## src/rtl/pc_sequencer_pkg.sv

```systemverilog
// Shared constants for the PC sequencer: update-kind encodings, fault bit
// positions, FSM state type and the fixed PC width.
package pc_seq_pkg;

  localparam int ADDR_W = 16;

  localparam logic [2:0] KIND_SEQ    = 3'd0;
  localparam logic [2:0] KIND_BRANCH = 3'd1;
  localparam logic [2:0] KIND_JUMP   = 3'd2;
  localparam logic [2:0] KIND_CALL   = 3'd3;
  localparam logic [2:0] KIND_RET    = 3'd4;

  localparam int FLT_OVERFLOW  = 0;
  localparam int FLT_UNDERFLOW = 1;
  localparam int FLT_ILLEGAL   = 2;

  typedef enum logic {
    S_IDLE   = 1'b0,
    S_UPDATE = 1'b1
  } seq_state_t;

endpackage

```

## src/rtl/pc_sequencer_if.sv

```systemverilog
// Update-request handshake between the core control FSM (master) and the
// PC sequencer (slave), plus the sequencer's status outputs.
interface pc_sequencer_if
  import pc_seq_pkg::*;
#(
  parameter int RAS_DEPTH = 4
) ();
  localparam int CW = $clog2(RAS_DEPTH) + 1;

  logic              upd_valid;
  logic              upd_ready;
  logic [2:0]        upd_kind;
  logic              br_taken;
  logic [ADDR_W-1:0] br_offset;
  logic [11:0]       imm12;
  logic [ADDR_W-1:0] pc_out;
  logic [CW-1:0]     ras_count;
  logic [2:0]        fault;

  modport master (
    output upd_valid, upd_kind, br_taken, br_offset, imm12,
    input  upd_ready, pc_out, ras_count, fault
  );

  modport slave (
    input  upd_valid, upd_kind, br_taken, br_offset, imm12,
    output upd_ready, pc_out, ras_count, fault
  );
endinterface

```

## src/rtl/pc_sequencer_ras.sv

```systemverilog
// Circular return-address stack; a push onto a full stack overwrites the
// oldest entry so the most recent calls always remain reachable.
module return_addr_stack
  import pc_seq_pkg::*;
#(
  parameter int RAS_DEPTH = 4
) (
  input  logic                         clk,
  input  logic                         reset,
  input  logic                         push,
  input  logic                         pop,
  input  logic [ADDR_W-1:0]            push_data,
  output logic [ADDR_W-1:0]            top,
  output logic [$clog2(RAS_DEPTH):0]   count,
  output logic                         full,
  output logic                         empty
);
  localparam int PW = $clog2(RAS_DEPTH);
  localparam int CW = PW + 1;

  logic [ADDR_W-1:0] mem_q [RAS_DEPTH];
  logic [PW-1:0]     sp_q;
  logic [PW-1:0]     top_idx;
  logic [CW-1:0]     cnt_q;

  // sp_q points at the next free slot; when full that slot holds the oldest entry.
  assign top_idx = sp_q - 1'b1;
  assign top     = mem_q[top_idx];
  assign count   = cnt_q;
  assign full    = (cnt_q == CW'(RAS_DEPTH));
  assign empty   = (cnt_q == '0);

  always_ff @(posedge clk) begin
    if (push) mem_q[sp_q] <= push_data;
  end

  always_ff @(posedge clk or posedge reset) begin
    if (reset) begin
      sp_q  <= '0;
      cnt_q <= '0;
    end else if (push) begin
      sp_q <= sp_q + 1'b1;
      if (!full) cnt_q <= cnt_q + 1'b1;
    end else if (pop && !empty) begin
      sp_q  <= sp_q - 1'b1;
      cnt_q <= cnt_q - 1'b1;
    end
  end

endmodule

```

## src/rtl/pc_sequencer.sv

```systemverilog
// PC register, next-PC mux and two-state update FSM for the multicycle core;
// owns the return-address stack used by CALL/RET.
module pc_sequencer
  import pc_seq_pkg::*;
#(
  parameter logic [ADDR_W-1:0] RESET_PC  = 16'h0000,
  parameter int                RAS_DEPTH = 4
) (
  input  logic           clk,
  input  logic           reset,
  pc_sequencer_if.slave  bus
);
  seq_state_t        state_q;
  logic              ready_q;
  logic [ADDR_W-1:0] pc_q, pc_d, inc_q, off_q;
  logic [2:0]        kind_q, fault_q, fault_set;
  logic              taken_q;
  logic [11:0]       imm_q;

  logic                        push, pop;
  logic [ADDR_W-1:0]           ras_top;
  logic [$clog2(RAS_DEPTH):0]  ras_cnt;
  logic                        ras_full, ras_empty;

  return_addr_stack #(.RAS_DEPTH(RAS_DEPTH)) u_ras (
    .clk       (clk),
    .reset     (reset),
    .push      (push),
    .pop       (pop),
    .push_data (inc_q),
    .top       (ras_top),
    .count     (ras_cnt),
    .full      (ras_full),
    .empty     (ras_empty)
  );

  // Stack side effects only fire on the UPDATE edge, so a reset mid-update drops them.
  always_comb begin
    pc_d      = inc_q;
    fault_set = '0;
    push      = 1'b0;
    pop       = 1'b0;
    case (kind_q)
      KIND_SEQ:    pc_d = inc_q;
      KIND_BRANCH: pc_d = taken_q ? (pc_q + off_q) : inc_q;
      KIND_JUMP:   pc_d = {inc_q[15:12], imm_q};
      KIND_CALL: begin
        pc_d = {inc_q[15:12], imm_q};
        push = (state_q == S_UPDATE);
        fault_set[FLT_OVERFLOW] = ras_full;
      end
      KIND_RET: begin
        if (ras_empty) begin
          pc_d = inc_q;
          fault_set[FLT_UNDERFLOW] = 1'b1;
        end else begin
          pc_d = ras_top;
          pop  = (state_q == S_UPDATE);
        end
      end
      default: begin
        pc_d = inc_q;
        fault_set[FLT_ILLEGAL] = 1'b1;
      end
    endcase
  end

  always_ff @(posedge clk or posedge reset) begin
    if (reset) begin
      state_q <= S_IDLE;
      ready_q <= 1'b1;
      pc_q    <= RESET_PC;
      inc_q   <= '0;
      fault_q <= '0;
      kind_q  <= KIND_SEQ;
      taken_q <= 1'b0;
      off_q   <= '0;
      imm_q   <= '0;
    end else begin
      case (state_q)
        S_IDLE: begin
          if (bus.upd_valid) begin
            kind_q  <= bus.upd_kind;
            taken_q <= bus.br_taken;
            off_q   <= bus.br_offset;
            imm_q   <= bus.imm12;
            inc_q   <= pc_q + 1'b1;
            state_q <= S_UPDATE;
            ready_q <= 1'b0;
          end
        end
        default: begin
          pc_q    <= pc_d;
          fault_q <= fault_q | fault_set;
          state_q <= S_IDLE;
          ready_q <= 1'b1;
        end
      endcase
    end
  end

  assign bus.upd_ready = ready_q;
  assign bus.pc_out    = pc_q;
  assign bus.ras_count = ras_cnt;
  assign bus.fault     = fault_q;

endmodule
```

## src/flat_wrapper.sv

```systemverilog
// flat-port wrapper written by rule: the top's interface ports become plain ports
module pc_sequencer_flat import pc_seq_pkg::*;
#(
  parameter logic [ADDR_W-1:0] RESET_PC  = 16'h0000,
  parameter int                RAS_DEPTH = 4
)
  (clk, reset, bus_upd_valid, bus_upd_kind, bus_br_taken, bus_br_offset, bus_imm12, bus_upd_ready, bus_pc_out, bus_ras_count, bus_fault);
  pc_sequencer_if #(.RAS_DEPTH(RAS_DEPTH)) bus_i ();
  input  logic clk;
  input  logic reset;
  input wire logic [$bits(bus_i.upd_valid)-1:0] bus_upd_valid;
  input wire logic [$bits(bus_i.upd_kind)-1:0] bus_upd_kind;
  input wire logic [$bits(bus_i.br_taken)-1:0] bus_br_taken;
  input wire logic [$bits(bus_i.br_offset)-1:0] bus_br_offset;
  input wire logic [$bits(bus_i.imm12)-1:0] bus_imm12;
  output wire logic [$bits(bus_i.upd_ready)-1:0] bus_upd_ready;
  output wire logic [$bits(bus_i.pc_out)-1:0] bus_pc_out;
  output wire logic [$bits(bus_i.ras_count)-1:0] bus_ras_count;
  output wire logic [$bits(bus_i.fault)-1:0] bus_fault;
  assign bus_i.upd_valid = bus_upd_valid;
  assign bus_i.upd_kind = bus_upd_kind;
  assign bus_i.br_taken = bus_br_taken;
  assign bus_i.br_offset = bus_br_offset;
  assign bus_i.imm12 = bus_imm12;
  assign bus_upd_ready = bus_i.upd_ready;
  assign bus_pc_out = bus_i.pc_out;
  assign bus_ras_count = bus_i.ras_count;
  assign bus_fault = bus_i.fault;
  pc_sequencer #(.RESET_PC(RESET_PC), .RAS_DEPTH(RAS_DEPTH)) u_core (.clk(clk), .reset(reset), .bus(bus_i));
endmodule
```

## config.mk

```make
export PLATFORM = sky130hd
export DESIGN_NAME = pc_sequencer_flat
export DESIGN_NICKNAME = d
export VERILOG_FILES = /design/src/rtl/pc_sequencer_pkg.sv /design/src/rtl/pc_sequencer_if.sv /design/src/rtl/pc_sequencer_ras.sv /design/src/rtl/pc_sequencer.sv /design/src/flat_wrapper.sv
export SDC_FILE = /design/constraint.sdc
export NUM_CORES = 1
export LEC_CHECK = 0
export CORE_ASPECT_RATIO = 1.4
export CORE_MARGIN = 2
export CORE_UTILIZATION = 35
export CTS_BUF_LIST = sky130_fd_sc_hd__clkbuf_2 sky130_fd_sc_hd__clkbuf_4 sky130_fd_sc_hd__clkbuf_8
export CTS_CLUSTER_DIAMETER = 80
export DETAILED_ROUTE_END_ITERATION = 7
export GPL_TIMING_DRIVEN = 0
export PLACE_DENSITY = 0.51
export SYNTH_ARGS = -nofsm -noshare
export SYNTH_HDL_FRONTEND = slang
export SYNTH_SLANG_ARGS = --single-unit
```

## constraint.sdc

```tcl
create_clock -name clk -period 2.84 [get_ports clk]
set_input_delay 0.568 -clock clk [delete_from_list [all_inputs] [get_ports clk]]
set_output_delay 0.568 -clock clk [all_outputs]
set_load 0.02 [all_outputs]
```

After elaboration in Yosys (flattened, before gate mapping)
Memory sizes are Yosys's and may differ from the RTL's.
Index checks and enable logic that the tools add are counted.
{ "classes": {"n_addsub": 6, "eq_ne": 6, "n_mux": 21, "n_bitwise": 2, "n_reduce_logical": 10} }
{ "ops": {"columns": ["op", "count"], "rows": [
  ["$pmux 16 s3", 1],
  ["$mux 16", 2],
  ["$add 16x1->16 const B", 1],
  ["$add 16x16->16", 1],
  ["$mux 1", 13],
  ["$mux 3", 3],
  ["$eq 3x2->1 const B", 2],
  ["$eq 3x3->1 const B", 2],
  ["$logic_not 3->1", 2],
  ["$reduce_or 5->1", 1],
  ["$mux 2", 2],
  ["$reduce_and 2->1", 2],
  ["$reduce_bool 2->1", 2],
  ["$add 3x1->3 const B", 1],
  ["$eq 3x1->1 const B", 1],
  ["$or 3x3->3", 1],
  ["$sub 3x1->3 const B", 1],
  ["$add 2x1->2 const B", 1],
  ["$ne 2x2->1 const B", 1],
  ["$reduce_or 2->1", 1],
  ["$sub 2x1->2 const B", 1],
  ["$logic_and 1x1->1", 1],
  ["$logic_not 1->1", 1],
  ["$not 1->1", 1]
]} }
{ "word_totals": {"reg_bits": 74, "ramBits": 64, "input_bits": 35, "output_inout_bits": 23, "n_memories": 1} }
{ "memory_table": {"columns": ["name", "words", "word_bits", "rd", "rd_ports_with_merged_regs", "write_ports", "line", "source"], "rows": [
  ["u_core.u_ras.mem_q", 4, 16, 1, 0, 1, "pc_sequencer_ras.sv:21", "logic [ADDR_W-1:0] mem_q [RAS_DEPTH];"]
]} }

Depth between registers and ports, before layout
Gate-level depths: netlist (run 1).
{ "depth": {"depth_word": 6, "mapped_depth": 11} }

Hierarchy
Synthesis (run 1) repeated with hierarchy kept, for this count alone.
{ "hier_totals": {"cells_unflattened": 518, "hier_area_um2": 6651.4} }
{ "by_module_without_submodules": {"columns": ["mod", "n_inst", "cells_each", "area_per_inst_um2"], "rows": [
  ["pc_sequencer", 1, 391, 3900.0],
  ["return_addr_stack", 1, 127, 2751.4]
]} }

Least setup slack after synthesis (run 1)
Ideal clock, no wire load.
{ "synth_timing": {"kind": "register -> register", "start": "reg u_core.u_ras.sp_q[0]", "end": "reg u_core.pc_q[11] (netlist: u_core.bus.pc_out[11])", "setup_time_ps": 150, "arrival_time_ps": 2545, "required_time_ps": 2690, "slack_ps": 145, "stages_incl_launch_ff": 10, "path_cell_list": "dfrtp_1 > buf_2 > buf_2 > inv_1 > ha_1 > clkbuf_1 > clkbuf_1 > mux4_2 > a22oi_1 > a41oi_1"} }
{ "synth_via": {"elab_chain_cells": 4} }
{ "synth_rtl": {"columns": ["element", "line", "source"], "rows": [
  ["start, declared", "pc_sequencer_ras.sv:22", "logic [PW-1:0] sp_q;"],
  ["start signal, assigned", "pc_sequencer_ras.sv:42", "sp_q <= sp_q + 1'b1;"],
  ["start signal, assigned", "pc_sequencer_ras.sv:45", "sp_q <= sp_q - 1'b1;"],
  ["$sub 2x1->2", "pc_sequencer_ras.sv:27", "assign top_idx = sp_q - 1'b1;"],
  ["$mem_v2 4x16", null, null],
  ["$mux 16", "pc_sequencer.sv:53", "if (ras_empty) begin"],
  ["$pmux 16 s3", "pc_sequencer.sv:43", "case (kind_q)"],
  ["end signal, assigned", "pc_sequencer.sv:93", "pc_q <= pc_d;"],
  ["end, declared", "pc_sequencer.sv:15", "logic [ADDR_W-1:0] pc_q, pc_d, inc_q, off_q;"]
]} }
No other way between the ends.
A chain may end at the register's enable or synchronous reset.

Worst setup path in the final report (run 1)
{ "layout_timing": {"start": "reg u_core.pc_q[0] (netlist: u_core.bus.pc_out[0])", "end": "reg u_core.pc_q[10] (netlist: u_core.bus.pc_out[10])"} }
{ "layout_via": {"elab_chain_cells": 3} }
{ "layout_rtl": {"columns": ["element", "line", "source"], "rows": [
  ["$add 16x16->16", "pc_sequencer.sv:45", "KIND_BRANCH: pc_d = taken_q ? (pc_q + off_q) : inc_q;"],
  ["$mux 16", "pc_sequencer.sv:45", null],
  ["$pmux 16 s3", "pc_sequencer.sv:43", null]
]} }
No other way between the ends.

==> impl_results.md, run 1 <==
* Outcome: complete, no violations
* Root buffer cell: clkbuf_8
* Worst Setup End Kind: flop
* Worst Setup SP: u_core.bus.pc_out[0]
* Final HPWL DP at approximately 11000 µm
* Drt pass-1 iters at 4
* DIE AREA at 19800 µm²
* Multi-input combinational cell area at about 2600 µm²
* Worst hold slack at between 0.4 and 0.5 ns
* Routability cong. at ~0.81
* Sequential Power Share at 39.8%
* Synth area leader: edfxtp_1
* Antenna Diode Count at 0
* Wire length per cell at 18.1 µm
* Final WS setup at 0.148 ns
* FF+latch area at between 3000 and 4000 µm²
* Synth top area share at 29.4%
* Routed vias at 4254
* Area after DPL at 7430 µm²
* Unrepaired setup endpoints after global routing: false
* Largest net degree at the start of global routing at just under 50
* Buffer depth of the longest clock path at 2
* Internal at approximately 4.8 mW
* Critical Path RT at ~3.2 ns
* Top Metal Used: met4
* Chip width at ~120 µm
* Switch share at between 30 and 40%
* Starting Density at 35.4%
* Worst EP arrival at 3.01 ns
* Clk slew on worst S/H paths at roughly 0.08 ns
* Layout Area Growth over Synthesis at 20.2%
* Initial antenna violation count at 0
* Cell Chain, Critical Path: ha_1 > fa_1 > a21o_1 > a221oi_2 > o21ai_1 > a311o_1 > a41o_1
* First-pass GRT wire length at between 20000 and 25000 µm
* Vias in the first global route at 4464
* Final-layout fill cell count at 1802
* Setup Skew at 0.0169 ns
* Netlist cell types at between 50 and 60
* Setup tns final at 0 ns
* Metal3 WL at around 320 µm
* Max_slew headroom at around 40%
* PortBufs at 57
* Critical Setup Path Class: reg -> reg
* Dpl ws at -0.747 ns
* Sw power at around 2.9 mW
* CTS buffer count at 17
* Clk Latency, worst-skew pair at 0.43 ns
* Core area at ~18000 µm²
* Final hold vios at 0
* Via density at between 5 and 6
* H-tree levels at 4
* Final net count at 640
* Fin util at between 40% and 50%
* IO Pins at 58
* Tot Pwr at approximately 7.7 mW
* Post-synthesis sequential area ratio at 57.8%
* Total wire length at around 15000 µm
* FF-to-FF Start: u_core.bus.pc_out[0]
* Worst VDD drop at 0.000378 V
* Clk sinks at 138
* Slowest stage delay, CP at about 0.47 ns
* Static Leak at around 2.9 nW
* Final Non-Filler Cells at 840
* Met2 WL at just over 8000 µm
* Critical-path maximum fanout at 6
* FF-to-FF path depth at 7
* Number of synthesized flops with an enable pin at 64
* Row cnt at between 50 and 60
* Setup-failing EPs final at 0
* Fin area at roughly 8000 µm²
* F_max at approximately 370 MHz
* Fin. max-slew vios at 0
* Pwr dens at just under 1000 nW/µm²
* DR DRC count at 0
* Comb pwr share at roughly 40%
* Net count after synthesis at 564
* Met1 WL at about 6500 µm
* Synth top area cells: edfxtp_1, dfrtp_1, mux2_2
* GRT Total Usage at approximately 16%
* Worst hold-check path type: in -> async
* Overflow after GRT at 0
* Crit-path slowest cell: dfrtp_1
* Ys flop type: dfrtp_1
* Syn Inst Count at 507
* Placed insts at roughly 800
* Period minus WS final at approximately 2.7 ns
* Antenna Nets Post-Route at 0
* Iter 0 DRT Violations at 171
* Synth Warn # at 0
* Mapped cell area at 6530 µm²
* Slew @ Worst Pin at 0.895 ns
* Avg Inst Size Synth at ~13 µm²
* Period utilization at a little over nine tenths
* Maxcap violations at 0
* Number of synthesized register bits at 138
* Async SR Flop Fraction at a little over half
* CTS tree: yes
* Layout cells sized above 1 at between 10% and 20%
* Die height at 166 µm
* Clk pwr share at approximately a fifth
* Critical Path Start Type: flop
worst paths after layout:
path                                    endpoint  slack, ns
setup reg to reg           u_core.bus.pc_out[10]       0.15
hold reg to reg              u_core.bus.fault[0]       0.48
max in group asynchronous  u_core.bus.pc_out[13]       1.80
setup / recovery           u_core.bus.pc_out[10]       0.15
hold / removal                   u_core.off_q[1]       0.47
min in group clk             u_core.bus.fault[0]       0.48
power by group through the flow:
stage                     Sequential (mW)  Clock [mW]  Combinational (mW)
after floorplan                      3.09           0                1.93
after global placement               3.07           0                2.91
after detailed placement             3.10           0                2.95
after CTS                            3.05        1.67                3.00
after global routing                 3.12        1.76                3.29
final                                3.05        1.62                2.99
critical path, delay by kind of cell (launching register included):
family                   cells  cell delay (ns)
flip-flops                   1             0.47
adder cells (fa/ha/maj)      2             0.68
AO/OA/AOI/OAI                5             1.43
sequential cells by signal, summed over array words and instances (netlist names):
signal and flops:
u_core.bus.fault 3, u_core.bus.pc_out 16, u_core.bus.upd_ready 1, u_core.imm_q 12, u_core.inc_q 16, u_core.kind_q 3
u_core.off_q 16, u_core.state_q 1, u_core.taken_q 1, u_core.u_ras.count 3, u_core.u_ras.mem_q 64, u_core.u_ras.sp_q 2
synth_stat cells (2+ instances only):
master	n
mux2_2	36
edfxtp_1	64
ha_1	20
a31oi_1	5
o211ai_1	4
a22oi_1	11
dfrtp_1	73
and3_1	4
and2_1	4
xor2_1	13
o22ai_1	3
a21o_1	6
a2bb2oi_1	3
nand3_1	13
mux2i_1	2
o21a_1	2
fa_1	2
xnor2_1	13
nand2_1	43
nand2b_1	4
a211oi_1	3
a21oi_1	32
o221ai_1	2
buf_2	10
a41o_1	2
and4_1	2
nor2_1	48
inv_1	11
mux4_2	16
o21ai_0	9
nor3_1	4
a41oi_1	10
clkbuf_1	12
routing by layer:
| layer | global-route usage, % | vias up |
|---|---|---|
| met5 | 0 | - |
| met1 | 19.1 | 2141 |
| li1 | - | 2043 |
| met4 | 6.42 | 0 |
| met2 | 29.0 | 60 |
| met3 | 3.13 | 10 |
layout make-up:
type | instances | share of cell area (%)
plain buffers | 23 | 1.47
clock buffers | 17 | 2.98
clock inverters | 15 | 2.09
well taps | 244 | 3.89
flip-flops and latches | 138 | 48.1
repair buffers | 58 | 7.62
inverters | 11 | 0.558
multi-input cells | 334 | 33.3
placed cells by master, fill, tap and decap left out, types with 13 or more instances in the layout:
master / instances
dfrtp_1: 73
ha_1: 19
xor2_1: 13
clkbuf_8: 17
mux2_2: 36
mux4_2: 16
xnor2_1: 13
nand3_1: 13
edfxtp_1: 64
nor2_1: 48
clkdlybuf4s50_1: 57
nand2_1: 43
a21oi_1: 32
cells by family after synthesis:
group	count (synthesis)	share of synthesized area (%)
AOI/OAI and AO/OA	102	10.7
xor gates and xnor gates	26	3.49
adders and majority gates	22	4.45
buffers and inverters	35	2.32
DFF	138	57.8
muxes	54	12.0
and+or+nand+nor	130	9.16
what timing repair did:
action                     4_1_cts  5_1_grt
setup endpoints to repair       17        2
setup buffers                    0        0
hold buffers                     0        0
gates resized for setup          5        1
No activity file was read; power rests on OpenSTA's default activity.
==> run 2: changes to the inputs <==
- CORE_MARGIN: 2 -> unset
==> run 2 against run 1 <==
Clock skew shrank 0.0018 ns. Flip-flop and latch count is the same. Non-clock buffer count is the same. Count of clock-buffer cells in the layout is the same. Worst setup slack gained 0.043 ns. Sequential share of layout area grew 0.085 points. Critical path depth grew 1. Worst hold slack lost 0.043 ns.
==> impl_results.md, run 2 (synthesis results as in run 1) <==
* Worst hold slack at approximately 0.42 ns
* Multi-input combinational cell area at roughly 2600 µm²
* Row cnt at slightly below 60
* FF+latch area at 3770 µm²
* FF-to-FF path depth at 8
* Setup bufs post-CTS at 0
* Critical Setup Path Class: reg -> reg
* Fin. max-slew vios at 0
* Routability cong. at 0.808
* Worst hold-check path type: in -> async
* Iter 0 DRT Violations at between 150 and 200
* Most common cell after layout, fill and taps aside: dfrtp_1
* Worst EP arrival at between 2 and 3 ns
* Final HPWL DP at 11200 µm
* Clk slew on worst S/H paths at about 0.09 ns
* Overflow after GRT at 0
* First-pass GRT wire length at 24600 µm
* FF-to-FF Start: u_core.bus.pc_out[10]
* FF-to-FF setup slack at between 0.15 and 0.2 ns
* Antenna Nets Post-Route at 0
* Worst Setup End Kind: flop
* Area after DPL at roughly 7400 µm²
* Static Leak at 2.90 nW
* Most frequent cells in the layout: dfrtp_1, edfxtp_1, clkdlybuf4s50_1
* Vias in the first global route at around 4600
* Slowest stage delay, CP at 0.49 ns
* IO Pins at just under 60
* Root buffer cell: clkbuf_8
* Max reg flops at 64
* H-tree levels at 4
* Setup tns final at 0 ns
* Die height at between 150 and 200 µm
* Critical Path Start Type: flop
* CTS tree: yes
* Total wire length at around 15000 µm
* Chip width at ~120 µm
* Largest net degree at the start of global routing at 54
* Critical Path Sink: u_core.bus.pc_out[15]
* Period utilization at between 90 and 100%
* F_max at around 380 MHz
* Outcome: complete, no violations
* Unrepaired setup endpoints after global routing: false
* Drt pass-1 iters at 5
* DR DRC count at 0
* GRT Total Usage at approximately 17%
* Core area at 18100 µm²
* Maxcap violations at 0
* Setup Skew at ~0.015 ns
* Antenna Diode Count at 0
* Final hold vios at 0
* Slew @ Worst Pin at a little under 0.9 ns
* Critical-path maximum fanout at 8
* Cell Chain, Critical Path: ha_1 > buf_2 > a21oi_1 > o221ai_1 > a31oi_1 > mux2i_1 > mux2i_1 > a211oi_1
* Crit-path slowest cell: a31oi_1
* Worst VDD drop at ~0.00054 V
* Routed vias at 4290
* Via density at about 5.1
* Pwr dens at 975 nW/µm²
* Initial antenna violation count at 0
* Final-layout fill cell count at 1764
* Critical R2R Capture: u_core.bus.pc_out[15]
* Worst Setup SP: u_core.bus.pc_out[10]
* Fin util at between 40% and 50%
* Clk sinks at around 140
* Clk Latency, worst-skew pair at approximately 0.44 ns
* Starting Density at 36.0%
* Buffer depth of the longest clock path at 2
* Period minus WS final at 2.65 ns
* Fin area at around 8000 µm²
* CTS Hold Bufs at 0
* Wire length per cell at between 15 and 20 µm
* Critical Path RT at 3.14 ns
* Setup-failing EPs final at 0
* CTS buffer count at 17
* DIE AREA at ~19000 µm²
* Top reg by flops: u_core.u_ras.mem_q
* Crit path top cell by count: mux2i_1
* Final net count at 640
* PortBufs at 57
* Max_slew headroom at 40.9%
* Layout Area Growth over Synthesis at 20.0%
* Layout cells sized above 1 at a little under a fifth
[run 2: stage by stage]
stage | cells | setup slack, ns | power [mW]
after detailed placement | 805 | -0.820 | 6.06
after global placement | 804 | -0.938 | 5.99
after CTS | 836 | 0.0733 | 7.70
after global routing | 836 | 0.0280 | 8.14
final | 836 | 0.192 | 7.64
after floorplan | 507 | 0.145 | 5.02
[run 2: worst max-delay path, delay by kind of cell, from the launching register on]
family | cells | cell delay [ns]
compound gates | 4 | 1.02
mux | 2 | 0.56
flops | 1 | 0.47
fa+ha+maj | 1 | 0.32
buf+inv | 1 | 0.17
[run 2: per-layer routing]
metal | part of all wire, % | vias up | global-route usage (%)
met4 | 2.2 | 0 | 6.49
li1 | - | 2048 | -
met1 | 43 | 2139 | 19.5
met2 | 53 | 86 | 31.3
met3 | 2.3 | 17 | 2.83
met5 | 0 | - | 0
[run 2: repair_timing]
item / CTS / global route
setup endpoints to repair: 17 / 9
cloned: 0 / 0
resized for setup: 5 / 1
[run 2: worst min path at each step]
stage	from	to	slack [ns]	cells past startpoint
6_report	reset	u_core.off_q[1]	0.42	2
5_1_grt	reset	u_core.off_q[1]	0.43	2
4_1_cts	reset	u_core.off_q[1]	0.41	2
3_5_place_dp	u_core.bus.fault[2]	u_core.bus.fault[2]	0.46	1
3_3_place_gp	u_core.bus.fault[2]	u_core.bus.fault[2]	0.46	1
2_1_floorplan	u_core.imm_q[11]	u_core.imm_q[11]	0.48	1
[run 2: cell type report]
| type | instances | area share, % |
|---|---|---|
| buffer | 23 | 1.47 |
| clock buffer | 17 | 2.99 |
| clock inverter | 15 | 1.98 |
| inverter | 11 | 0.559 |
| multi-input combinational | 334 | 33.4 |
| sequential | 138 | 48.2 |
| tap | 240 | 3.83 |
| timing repair buffer | 58 | 7.63 |
[run 2: where the power goes]
part	internal, mW	total (mW)	switching [mW]
registers	2.55	3.04	0.493
logic	1.43	3.01	1.57
clock network	0.725	1.59	0.863
==> run 3: changes to the inputs <==
- CAP_MARGIN: unset -> 20
- CTS_CLUSTER_SIZE: unset -> 12
- PLACE_DENSITY: 0.51 -> 0.49
- clock period: 2.84 -> 2.6 ns (I/O delays scaled with it)
==> run 3 against run 2 <==
Clock power rose by 9%. Count of clock-buffer cells in the layout is the same. Flip-flop and latch count is the same. Worst hold slack worse by 0.038 ns. Sequential power rose by 9.5%. Total power is 11% higher. Combinational power rose by 14%. Clock skew is 0.0025 ns lower. Worst setup slack worse by 0.080 ns. Via count barely moved. Critical path depth decreased by 1. Die area stayed put. Highest routed layer unchanged.
==> impl_results.md, run 3 (synthesis results as in run 1) <==
* Final net count at ~640
* Comb pwr share at 40.3%
* Initial antenna violation count at 0
* Dpl ws at -0.649 ns
* Critical Path RT at 2.92 ns
* Pwr dens at ~1100 nW/µm²
* Layout Area Growth over Synthesis at 21.1%
* Final hold vios at 0
* CTS buffer count at 17
* Multi-input combinational cell area at between 2000 and 3000 µm²
* Root buffer cell: clkbuf_8
* GRT Total Usage at between 10% and 20%
* Sw power at between 3 and 4 mW
* Final Non-Filler Cells at 839
* Met2 WL at 7970 µm
* Critical Path Start Type: flop
* Largest net degree at the start of global routing at 53
* Routability cong. at around 0.8
* Switch share at between 30% and 40%
* Clk pwr share at 20.5%
* Static Leak at around 3 nW
* Top Metal Used: met4
* IO Pins at just under 60
* Final-layout fill cell count at 1783
* Critical R2R Capture: u_core.bus.pc_out[10]
* Final HPWL DP at 11200 µm
* FF-to-FF path depth at 7
* H-tree levels at 4
* Worst VDD drop at 0.000396 V
* Overflow after GRT at 0
* Unrepaired setup endpoints after global routing: true
* Setup-failing EPs final at 0
* Fin. max-slew vios at 0
* Setup Skew at 0.0125 ns
* Metal3 WL at 429 µm
* Period minus WS final at around 2.5 ns
* Antenna Diode Count at 0
* Most common cell after layout, fill and taps aside: dfrtp_1
* Core area at approximately 18000 µm²
* Period utilization at between 90% and 100%
* Chip width at ~120 µm
* First-pass GRT wire length at 24700 µm
* FF+latch area at roughly 3800 µm²
* DR DRC count at 0
* Via density at 5.11
* Sequential Power Share at just under 40%
* Vias in the first global route at 4530
* Max_slew headroom at about two fifths
* Die height at around 160 µm
* Routed vias at between 4000 and 5000
* PortBufs at 57
* Starting Density at around 36%
* Worst Setup End Kind: flop
* Total wire length at 15300 µm
* Max reg flops at between 60 and 70
* Most frequent cells in the layout: dfrtp_1, edfxtp_1, clkdlybuf4s50_1
* Final WS setup at roughly 0.11 ns
* FF-to-FF Start: u_core.bus.pc_out[0]
* Iter 0 DRT Violations at approximately 190
* Drt pass-1 iters at 5
* Row cnt at a little under 60
* Critical-path maximum fanout at 4
* CTS tree: yes
* Clk Latency, worst-skew pair at 0.44 ns
* Internal at ~5.2 mW
* FF-to-FF setup slack at 0.11 ns
* Fin util at between 40% and 50%
* F_max at 402 MHz
* Maxcap violations at 0
* Layout cells sized above 1 at about a fifth
* Buffer depth of the longest clock path at 2
* Placed insts at approximately 810
* Worst EP arrival at 2.81 ns
* DIE AREA at between 15000 and 20000 µm²
* Outcome: complete, no violations
* Critical Setup Path Class: reg -> reg
* Top reg by flops: u_core.u_ras.mem_q
* Clk sinks at about 140
* Met1 WL at about 6600 µm
* Clk slew on worst S/H paths at 0.09 ns
* Antenna Nets Post-Route at 0
* Worst hold slack at 0.387 ns
* Worst hold-check path type: in -> async
* Slew @ Worst Pin at between 0.8 and 0.9 ns
* Wire length per cell at 18.2 µm
[run 3: changes by cell type in the layout (fill, tap and decap cells not counted), sizes merged]
cell and change:
buf +4, clkinv +2, inv -2, clkbuf -1
[run 3: worst max path at each step]
stage | endpoint | from | cells after the start | slack [ns]
finish | u_core.bus.pc_out[10] | u_core.bus.pc_out[0] | 7 | 0.11
detailed placement | u_core.bus.pc_out[11] | u_core.u_ras.sp_q[0] | 9 | -0.65
global placement | u_core.u_ras.count[0] | reset | 2 | -1.13
floorplan | u_core.bus.pc_out[9] | u_core.u_ras.sp_q[0] | 10 | 0.08
global route | u_core.bus.pc_out[15] | u_core.bus.pc_out[1] | 7 | -0.08
CTS | u_core.bus.pc_out[15] | u_core.bus.pc_out[1] | 7 | 0.007
[run 3: power by group through the flow]
stage | sequential [mW] | combinational [mW] | clock [mW]
2_1_floorplan | 3.37 | 2.11 | 0
3_3_place_gp | 3.35 | 3.20 | 0
3_5_place_dp | 3.39 | 3.24 | 0
4_1_cts | 3.34 | 3.34 | 1.80
5_1_grt | 3.41 | 3.77 | 1.90
6_report | 3.33 | 3.43 | 1.74
[run 3: cell type report]
type / count / share of cell area [%]
clock buffers: 17 / 2.96
multi-input cells: 334 / 33.4
repair buffers: 61 / 7.85
well taps: 240 / 3.80
flip-flops and latches: 138 / 47.8
plain buffers: 23 / 1.69
inverters: 11 / 0.554
clock inverters: 15 / 1.99
[run 3: stage by stage]
stage,setup TNS [ns],total power [mW],instance area (µm²)
6_report,0,8.50,7900
5_1_grt,-0.0761,9.08,7900
4_1_cts,0,8.48,7850
3_5_place_dp,-12.11,6.62,7430
3_3_place_gp,-94.15,6.55,7400
2_1_floorplan,0,5.49,6530
[run 3: metal layers]
layer	vias to the layer above	GRT usage (%)
li1	2046	-
met1	2143	20.4
met2	82	30.2
met3	18	3.00
met4	0	6.67
met5	-	0
[run 3: timing repair]
action | 4_1_cts | 5_1_grt
pin swaps | 0 | 2
setup endpoints to repair | 17 | 12
hold buffers | 0 | 0
gates resized for setup | 7 | 9
buffers inserted | 0 | 3
[run 3: worst max-delay path, cell delays in order (launching register included)]
cell	delay (ns)
dfrtp_2	0.44
ha_1	0.25
fa_1	0.40
a21o_1	0.24
a221oi_4	0.32
o21ai_2	0.12
a311o_1	0.36
a41o_1	0.24
